## src/rtl/uart_tx.sv

```systemverilog
// 8N1 UART transmitter: a small byte FIFO feeding a start/data/stop serializer that is
// paced by the shared oversample strobe.
module uart_tx #(
  parameter int unsigned DEPTH      = 4,
  parameter int unsigned OVERSAMPLE = 16
) (
  input  logic                   clk,
  input  logic                   reset,
  input  logic                   tick,
  input  logic [7:0]             din,
  input  logic                   din_valid,
  output logic                   din_ready,
  output logic                   tx,
  output logic                   busy,
  output logic [$clog2(DEPTH):0] fifo_count
);

  localparam int unsigned PtrW  = $clog2(DEPTH);
  localparam int unsigned CntW  = PtrW + 1;
  localparam int unsigned TickW = (OVERSAMPLE > 1) ? $clog2(OVERSAMPLE) : 1;

  typedef enum logic [1:0] {StIdle, StStart, StData, StStop} state_e;

  state_e           state_q;
  logic [7:0]       mem_q [DEPTH];
  logic [PtrW-1:0]  wr_ptr_q, rd_ptr_q;
  logic [CntW-1:0]  count_q;
  logic [7:0]       shift_q;
  logic [TickW-1:0] tick_cnt_q;
  logic [2:0]       bit_idx_q;
  logic             tx_q;

  logic push, pop, bit_end, fifo_nonempty;

  assign fifo_nonempty = (count_q != '0);
  assign din_ready     = (count_q < CntW'(DEPTH));
  assign push          = din_valid && din_ready;
  assign bit_end       = tick && (tick_cnt_q == TickW'(OVERSAMPLE - 1));

  // Pops happen from IDLE or at the end of a stop bit, giving back-to-back frames.
  always_comb begin
    pop = 1'b0;
    case (state_q)
      StIdle:  pop = fifo_nonempty;
      StStop:  pop = bit_end && fifo_nonempty;
      default: pop = 1'b0;
    endcase
  end

  always_ff @(posedge clk) begin
    if (push) begin
      mem_q[wr_ptr_q] <= din;
    end
  end

  always_ff @(posedge clk) begin
    if (reset) begin
      wr_ptr_q <= '0;
      rd_ptr_q <= '0;
      count_q  <= '0;
    end else begin
      if (push) wr_ptr_q <= wr_ptr_q + PtrW'(1);
      if (pop)  rd_ptr_q <= rd_ptr_q + PtrW'(1);
      count_q <= count_q + CntW'(push) - CntW'(pop);
    end
  end

  // tx is registered from the current state, so it trails state changes by one edge.
  always_ff @(posedge clk) begin
    if (reset) begin
      state_q    <= StIdle;
      shift_q    <= '0;
      tick_cnt_q <= '0;
      bit_idx_q  <= '0;
      tx_q       <= 1'b1;
    end else begin
      if (state_q != StIdle && tick) begin
        tick_cnt_q <= bit_end ? '0 : tick_cnt_q + TickW'(1);
      end
      case (state_q)
        StIdle: begin
          tx_q <= 1'b1;
          if (pop) begin
            shift_q    <= mem_q[rd_ptr_q];
            tick_cnt_q <= '0;
            bit_idx_q  <= '0;
            state_q    <= StStart;
          end
        end
        StStart: begin
          tx_q <= 1'b0;
          if (bit_end) state_q <= StData;
        end
        StData: begin
          tx_q <= shift_q[0];
          if (bit_end) begin
            shift_q   <= shift_q >> 1;
            bit_idx_q <= bit_idx_q + 3'd1;
            if (bit_idx_q == 3'd7) state_q <= StStop;
          end
        end
        StStop: begin
          tx_q <= 1'b1;
          if (bit_end) begin
            if (pop) begin
              shift_q   <= mem_q[rd_ptr_q];
              bit_idx_q <= '0;
              state_q   <= StStart;
            end else begin
              state_q <= StIdle;
            end
          end
        end
        default: begin
          tx_q    <= 1'b1;
          state_q <= StIdle;
        end
      endcase
    end
  end

  assign tx         = tx_q;
  assign busy       = (state_q != StIdle) || fifo_nonempty;
  assign fifo_count = count_q;

endmodule

```

## config.mk

```make
export PLATFORM = sky130hd
export DESIGN_NAME = uart_tx
export DESIGN_NICKNAME = d
export VERILOG_FILES = /design/src/rtl/uart_tx.sv
export SDC_FILE = /design/constraint.sdc
export NUM_CORES = 1
export LEC_CHECK = 0
export ABC_AREA = 1
export BUFFER_PORTS_ARGS = -buffer_cell sky130_fd_sc_hd__buf_2
export CAP_MARGIN = 10
export CELL_PAD_IN_SITES_DETAIL_PLACEMENT = 0
export CELL_PAD_IN_SITES_GLOBAL_PLACEMENT = 1
export CORE_MARGIN = 5
export CORE_UTILIZATION = 49
export DETAILED_ROUTE_END_ITERATION = 8
export PLACE_DENSITY = 0.89
export SYNTH_ARGS = -nofsm -noshare
export SYNTH_HDL_FRONTEND = slang
export SYNTH_SLANG_ARGS = --single-unit
```

## constraint.sdc

```tcl
create_clock -name clk -period 3.2 [get_ports clk]
set_input_delay 0.16 -clock clk [delete_from_list [all_inputs] [get_ports clk]]
set_output_delay 0.16 -clock clk [all_outputs]
set_load 0.03 [all_outputs]
```

Word-level counts from Yosys, hierarchy flattened
Memory sizes are Yosys's and may differ from the RTL's. A register that Yosys moved wholly into a read port is not among the register bits.
Cells that the tools add are included.

operators by class
  add/subtract/negate cells = 6
  magnitude comparators = 1
  equal/unequal tests = 10
  mux-type cells = 25
  reduce and logical (&&, ||, !) cells = 12

operator list
  kind                                                              number
  8-bit 2-to-1 mux                                                  3
  8-bit one-hot mux with 3 select lines                             1
  4-bit 2-to-1 mux                                                  4
  2-bit 2-to-1 mux                                                  7
  2-bit != test (second input constant)                             5
  3-bit 2-to-1 mux                                                  3
  3-bit one-hot mux with 3 select lines                             1
  2-bit one-hot mux with 4 select lines                             1
  3-bit nonzero test                                                2
  5-bit AND reduction                                               1
  2-bit by 1-bit adder with 2-bit output (second input constant)    2
  4-bit by 1-bit adder with 4-bit output (second input constant)    1
  2-bit == test (second input constant)                             2
  4-bit == test (second input constant)                             1
  1-bit logical AND                                                 4
  3-bit by 1-bit adder with 3-bit output                            1
  3-bit by 1-bit adder with 3-bit output (second input constant)    1
  3-bit == test (second input constant)                             1
  3-bit < comparator (second input constant)                        1
  1-bit 2-to-1 mux                                                  3
  1-bit one-hot mux with 3 select lines                             1
  3-bit AND reduction                                               1
  3-bit by 1-bit subtractor with 3-bit output                       1
  2-bit by 1-bit == test with 1-bit output (second input constant)  1
  5 further kinds                                                   5

word-level totals
  flip-flop bits (word level) = 25
  RAM bits = 32
  bits of input ports = 12
  output and inout bits = 6
  logic and storage cells = 63
  memories = 1

memories
  memory  words  bits a word  rd ports  clocked after Yosys merged registers in  write ports  RTL line  RTL
  mem_q   4      8            1         1                                        1            25        logic [7:0] mem_q [DEPTH];

Depth between registers and ports, before layout
Gate-level depths: netlist (run 1).

  depth after elaboration = 7
  mapped depth = 13
  depth with buffers taken out = 13

Worst setup path before layout (run 1)
Ideal clock, no wire load.

  path kind = register -> register
  start point = reg state_q[0]
  end point = reg count_q[2], in the netlist fifo_count[2]
  setup time = 0.137 ns
  arrival time = 2.074 ns
  data required time = 3.063 ns
  setup slack = 0.989 ns
  cell stages (with the launch flop) = 14
  path buffers = 0
  clock period less this slack = 2.211 ns
  cells stage by stage = dfxtp_1 > inv_1 > ha_1 > inv_1 > nand2_2 > inv_2 > nand2_4 > xor2_1 > ha_1 > inv_1 > fa_1 > xor2_1 > o21ai_0 > a21oi_1

between the ends
  word-level cells in the longest chain between the ends = 3
  elaborated cells between the ends (all ways) = 4
  those cells by class = add/sub (1); eq/ne (1); mux (1); reduce/logical (1)

ends and longest elaborated chain
  what                                                       RTL line  RTL
  start: declaration                                         24        state_e state_q;
  start signal: assignment                                   71        state_q <= StIdle;
  start signal: assignment                                   87        state_q <= StStart;
  start signal: assignment                                   92        if (bit_end) state_q <= StData;
  2-bit == test / 2-bit logical NOT (equally long branches)  43        case (state_q)
  1-bit one-hot mux with 2 select lines (*)                  43
  3-bit by 1-bit subtractor with 3-bit output (*)            64        count_q <= count_q + CntW'(push) - CntW'(pop);
  end signal: assignment                                     64
  end: declaration                                           27        logic [CntW-1:0] count_q;

Mark *: on every way between the ends. The rest lies on a longest branch, timed or not.
A chain may end at the register's enable or synchronous reset.

Worst setup path after layout (run 1)
Same ends and word-level chain as after synthesis.

==> impl_results.md, run 1 <==
* Outcome: finished clean
* Uppermost layer routed: met4
* DRC viols at 0
* Cells after synthesis at 299
* Overflow after GRT at 0
* Worst-path clk slew at 70 ps
* # diodes at 0
* Post-DP Area at between 2000 and 3000 um2
* Routability cong. at 0.8307
* PD cells at just over 900 nW/um2
* Final worst slack at slightly above 800 ps
* EDFF count, synth at 32
* Final Instance Area at around 3000 um2
* Top_reg_cell synth: edfxtp_1
* Number of gates resized after CTS at 0
* Root Driver: clkbuf_8
* Count leader, synth: nand2_1
* Largest net degree at the start of global routing at 18
* Final setup vio count at 0
* Final Skew at roughly 5.7 ps
* Routed WL at 4831 um
* Iter 0 DRT Violations at 95
* Final TNS setup at 0 ps
* Fmax at around 0.42 GHz
* Worst-Margin Slew at about 810 ps
* Place WS at approximately 830 ps
* Area delta synth->final at 10.67%
* Async set-reset flop share out of synthesis at 0
* Register area share after synthesis at 0.5517
* Vias/cell at between 4 and 5
* Yosys reg bits at ~60
* CTS tree: done
* Multi-input gate area in the final layout at roughly 1000 um2
* Total CTS buffers at 9
* Synth top area share at 0.3531
* Die Wd at ~85 um
* Layout cell share with drive strength beyond 1 at 0.1420
* I/O pin count at 18
* Chip height at around 85 um
* Final design utilization at 0.5537
* Largest fanout on the critical path at 6
* Sink Count at 59
* Metal3 WL at approximately 220 um
* RSZ-0062 raised after global routing: false
* Synth Warn # at 0
* Clock tree buffer depth at 2
* Port-buffer cells at 17
* Yosys cell types at 27
* WS Path Type: reg2reg
* H-tree levels at 3
* Critical path data required time at about 3500 ps
* Rel. slew slack at 0.4549
* Synth top cells by count: 57 x nand2_1, 55 x nor2_1, 32 x edfxtp_1
* Hold Path Class: in2reg
* Syn_area_per_cell at ~9 um2
* Max Cap Violations at 0
* Die area at between 7000 and 8000 um2
* Worst skew pair latency at approximately 340 ps
* Via count of the first global-routing pass at about 1,800
* Pleak at 1.295 nW
* Metal-1 WL at ~2200 um
* Syn Nets at between 300 and 400
* Hold-fix buffers, CTS at 0
* Sequential cell area at 1501 um2
* Crit path capture type: flop
* Initial core utilization at 0.5003
* Hold Vio Cnt, Final at 0
* Site Rows at 27
* Core Region at roughly 5400 um2
* Layout fillers at ~490
* VDD IR max at roughly 0.00065 V
* Final ANT Viol Nets at 0
* Min Clock Period, post-route at around 2400 ps
* Antenna violations before repair at 0
* Iteration count of the initial detailed-routing pass at 4
* WL/cell at 12.20 um
* Final nets at between 300 and 400
* Total track usage at 0.1489
* Syn Std Cell Area at about 2700 um2
* Crit start category: flop
* Final period util at 0.7437
* WL met2 at about 2300 um
* Synth top area cells: edfxtp_1 35%, dfxtp_1 20%, nand2_1 7.9%
* Yosys top cell by area: edfxtp_1
* Final Max Slew Viols at 0
* Crit path arrival time at roughly 2700 ps
* HPWL after DPL at between 3000 and 4000 um
* Detailed-route via count at 1,907
* First-pass GRT wire length at 8314 um
* Number of setup buffers added after CTS at 0
-- where the power goes --
part	switching, W	internal [W]	total (W)
sequential	0.0000933	0.000935	0.00103
clock	0.000310	0.000282	0.000592
combinational	0.000757	0.000371	0.00113
total	0.00116	0.00159	0.00275
-- per-layer routing --
layer,global-route usage,vias up
met2,0.2270,32
met5,0,-
met3,0.03925,9
met4,0.08921,0
met1,0.1895,858
li1,-,1008
-- state kept, by name, indices dropped and copies added, names as in the netlist, named ones only --
name and cells:
tick_cnt_q 4, bit_idx_q 3, mem_q 32, state_q 2, shift_q 8, tx 1, fifo_count 3, rd_ptr_q 2
wr_ptr_q 2
-- cell usage in the layout, fill, tap and decap left out, drive strengths merged --
master,count
nand2,64
nor2,57
inv,34
edfxtp,32
o21ai,30
dfxtp,27
a21oi,19
buf,17
ha,13
clkbuf,9
nand3,7
xor2,4
clkinv,4
clkinvlp,3
or2,1
xnor2,1
a211oi,1
fa,1
-- cell families after synthesis --
kind of cell,after synthesis,share of synthesized area
simple gates,129,0.1959
flops,59,0.5517
compound gates,50,0.09977
buf+inv,42,0.06942
fa+ha+maj,14,0.06713
xor+xnor,5,0.01609
-- area by class of cell --
| type | instances | share of cell area |
|---|---|---|
| clock inverters | 7 | 0.01745 |
| repair buffers | 17 | 0.02825 |
| clock buffers | 9 | 0.04113 |
| flip-flops and latches | 59 | 0.4985 |
| multi-input cells | 198 | 0.3423 |
| well taps | 72 | 0.02991 |
| inverters | 34 | 0.04238 |
-- per-stage QoR --
step	hold slack, ps	total power (W)	instances
final	30.87	0.002750	396
after global routing	20.19	0.003003	396
after CTS	12.20	0.002779	396
after detailed placement	376.2	0.002182	380
after global placement	371.4	0.002155	380
after floorplan	258.9	0.001991	299
-- critical path, stage by stage, from the launching register on --
cell and delay (ps):
dfxtp_1 390, inv_1 110, ha_1 310, inv_1 110, nand2_2 70, inv_2 70, nand2_4 80, xor2_1 150
ha_1 170, inv_1 50, fa_1 380, xor2_1 200, o21ai_0 100, a21oi_1 120
-- final timing paths --
check                    start            end  slack (ps)  cells past startpoint
setup / recovery    state_q[0]  fifo_count[2]         820                     13
hold / removal          din[1]    mem_q[2][1]          30                      1
setup reg to reg    state_q[0]  fifo_count[2]         820                     13
hold reg to reg   bit_idx_q[1]   bit_idx_q[1]         480                      2
(Power assumes the default switching activity.)
==> run 2, diff against run 1 <==
ABC_AREA = 0   (was 1)
CORE_UTILIZATION = 44   (was 49)
PLACE_DENSITY = 0.8   (was 0.89)
clock period = 2.04 ns   (was 3.2 ns; I/O delays follow)
==> run 2 against run 1 <==
The run now ends with negative setup slack left. Cell count decreased by 13%. Register-to-register slack got worse by 920 ps. Combinational power up 50%. Clock-buffer cell count unchanged. Via count down 8.0%. Core utilization grew 2.1 points. Clock power is 100% higher. First-iteration DRC count fell by 38%. Largest power group unchanged. Final area increased by 14%. Die area rose by 11%. Fmax rose by 11%. Sequential share of layout area fell by 6.0 points.
==> impl_results.md, run 2 <==
* WS Path Type: reg2reg
* Detailed-route via count at between 1,500 and 2,000
* Routed WL at just under 5000 um
* Final period util at 1.051
* Yosys reg bits at 59
* Vias/cell at ~5.1
* Final design utilization at 0.5744
* Max incr delay on CP at 360 ps
* Final setup vio count at 1
* Cells after synthesis at 209
* CP Cell Sequence: inv_2 > ha_4 > inv_2 > o2111a_2 > xor2_1 > ha_2 > inv_2 > fa_2 > xnor2_2 > xnor2_1 > nor2_1
* Largest fanout on the critical path at 3
* Yosys cell types at 46
* Final ANT Viol Nets at 0
* Overflow after GRT at 0
* Largest net degree at the start of global routing at 26
* Hold Path Class: in2reg
* Die Wd at about 90 um
* Iteration count of the initial detailed-routing pass at 4
* Via count of the first global-routing pass at between 1,500 and 2,000
* Final non-filler cell total at ~340
* Register area share after synthesis at 0.5469
* Count leader, synth: edfxtp_1
* Synth Area in XOR/XNOR at 0.01914
* Proportion of synthesized area in mux cells at 0.06928
* Max reg flops at 32
* Worst skew pair latency at about 340 ps
* Root Driver: clkbuf_8
* Syn Nets at 235
* Outcome: complete, but fails checks
* Total CTS buffers at 9
* PD cells at about 1300 nW/um2
* Syn_area_per_cell at roughly 13 um2
* Layout cell share with drive strength beyond 1 at 0.4275
* Final worst slack at -104.3 ps
* Initial core utilization at 0.4582
* # diodes at 0
* Critical path data required time at 2250 ps
* HPWL after DPL at around 3400 um
* Top_reg_cell synth: edfxtp_1
* DRC viols at 0
* Routability cong. at around 0.73
* Min Clock Period, post-route at roughly 2100 ps
* Largest family of logic cells by synthesized area: compound AO/OA/AOI/OAI gates
* Iter 0 DRT Violations at about 60
* Most frequent cells in the layout: 32 x edfxtp_1, 29 x buf_4, 22 x dfxtp_1, 17 x buf_2, 12 x inv_1
* Adder-Cell Fraction of Synth Area at 0.06655
* Final Max Slew Viols at 0
* Layout fillers at approximately 480
* Synth top cells by count: 32 x edfxtp_1, 27 x dfxtp_1, 16 x inv_1
* VDD IR max at between 0.0006 and 0.0007 V
* WL/cell at 14.22 um
* Area delta synth->final at 25.34%
* Synth top area share at 0.3500
* Synth Area in Compound Gates at 0.1340
* Cell mode on critical path: inv_2
* Core Region at about 6000 um2
* Synth Warn # at 0
* Port-buffer cells at 17
* Commonest non-fill, non-tap cell in the layout: edfxtp_1
* Hold Vio Cnt, Final at 0
* CTS tree: done
* Critical R2R Launch: state_q[0]
* Critical path destination: fifo_count[2]
* FF-to-FF End: fifo_count[2]
* Total track usage at 0.1450
* Pleak at about 1.3 nW
* Top Registers: mem_q: 32 flops, shift_q: 8 flops, tick_cnt_q: 4 flops
* Worst Setup SP: state_q[0]
* Chip height at around 90 um
* EDFF count, synth at 32
* I/O pin count at 18
* Yosys top cell by area: edfxtp_1
* Fmax at 0.4664 GHz
* H-tree levels at 3
* RSZ-0062 raised after global routing: true
* Worst-path clk slew at ~70 ps
* Crit path capture type: flop
* Sink Count at 59
* Reg2Reg Depth at 11
* Failing checks: negative setup slack
* Max Cap Violations at 0
* First-pass GRT wire length at around 8400 um
* Async set-reset flop share out of synthesis at 0
* Simple-gate area share of the yosys netlist at 0.1108
* Worst-Margin Slew at roughly 540 ps
* Clock tree buffer depth at 2
* Final Skew at 6.572 ps
* Final nets at 290
* Crit path arrival time at between 2000 and 2500 ps
* Antenna violations before repair at 0
* Largest reg by FF count: mem_q
* R2R Setup Slk at -100 ps
* Placed insts at ~320
* Slowest-stage cell, CP: fa_2
* Syn Std Cell Area at 2745 um2
* Die area at 7918 um2
* Synth top area cells: edfxtp_1 35%, dfxtp_1 20%, mux4_2 6.6%
* Site Rows at 28
* Crit start category: flop
* Rel. slew slack at 0.6371
run 2: changes by cell type after synthesis, moves of 4 or more:
cell / delta
nand2_1: -50
nand3_1: -6
mux4_2: +8
inv_1: -15
nand2_2: -4
nor2b_1: +5
a221oi_2: +7
nor2_1: -43
a21oi_1: -6
buf_4: -4
o21ai_0: -26
a211oi_2: +7
and2_1: +11
nor3_1: +4
run 2: kinds of logic after synthesis:
family                     after synthesis
AOI/OAI and AO/OA                       39
xor gates and xnor gates                 6
adders and majority gates               14
buffers and inverters                   27
DFF                                     59
muxes                                    9
and+or+nand+nor                         55
run 2: timing repair:
| action | 4_1_cts | 5_1_grt |
|---|---|---|
| pin swaps | 7 | 6 |
| resized for setup | 2 | 5 |
| endpoints found under the setup margin | 2 | 6 |
| hold buffers | 8 | 0 |
| endpoints found under the hold margin | 32 | 0 |
| buffers inserted | 3 | 1 |
run 2: routing by layer:
layer	vias up	share of wire	GRT usage	wire, um
met5	-	0	0	0
met4	0	0.023	0.07307	114
met3	10	0.037	0.04240	182
met2	22	0.50	0.2355	2468
met1	836	0.43	0.1761	2128
li1	886	-	-	-
run 2: metrics by stage:
step           setup TNS (ps)  hold slack [ps]  cell area (um2)  worst slack [ps]  power [W]
6_report               -104.3            122.6             3441            -104.3   0.004475
3_5_place_dp           -144.1            320.1             3085            -144.1   0.003254
2_1_floorplan          -262.8            173.6             2804            -205.8   0.002833
5_1_grt                -260.1            160.2             3441            -226.8   0.004776
3_3_place_gp           -87.43            316.5             3085            -87.43   0.003224
4_1_cts                -162.9            113.3             3416            -140.3   0.004490
run 2: worst min-delay path by stage:
stage / slack, ps / cells past startpoint / end / startpoint
CTS: 110 / 4 / tick_cnt_q[1] / tick
global placement: 320 / 1 / mem_q[2][6] / din[6]
global route: 160 / 4 / tick_cnt_q[1] / tick
finish: 120 / 4 / tick_cnt_q[1] / tick
detailed placement: 320 / 1 / mem_q[1][4] / din[4]
floorplan: 170 / 1 / fifo_count[0] / reset
run 2: worst max-delay path: cells and delay by family, from the launching register on:
family	cells	cell delay, ps
AOI/OAI and AO/OA	1	230
adders and majority gates	3	800
and+or+nand+nor	1	50
buffers and inverters	3	140
xor gates and xnor gates	3	460
DFF	1	350
run 2: cell type report:
type / count / area [um2] / area share
Sequential cell: 59 / 1508 / 0.4382
Tap cell: 75 / 93.84 / 0.02727
Clock buffer: 9 / 123.9 / 0.03600
Multi-Input combinational cell: 123 / 1162 / 0.3378
Clock inverter: 7 / 98.84 / 0.02873
Timing Repair Buffer: 55 / 394.1 / 0.1145
Inverter: 16 / 60.06 / 0.01745
run 2: report_power, final:
part           internal (W)  total, W  switching [W]
registers           0.00148   0.00159       0.000117
logic              0.000862   0.00169       0.000829
clock network      0.000695   0.00119       0.000495
total               0.00303   0.00447        0.00144
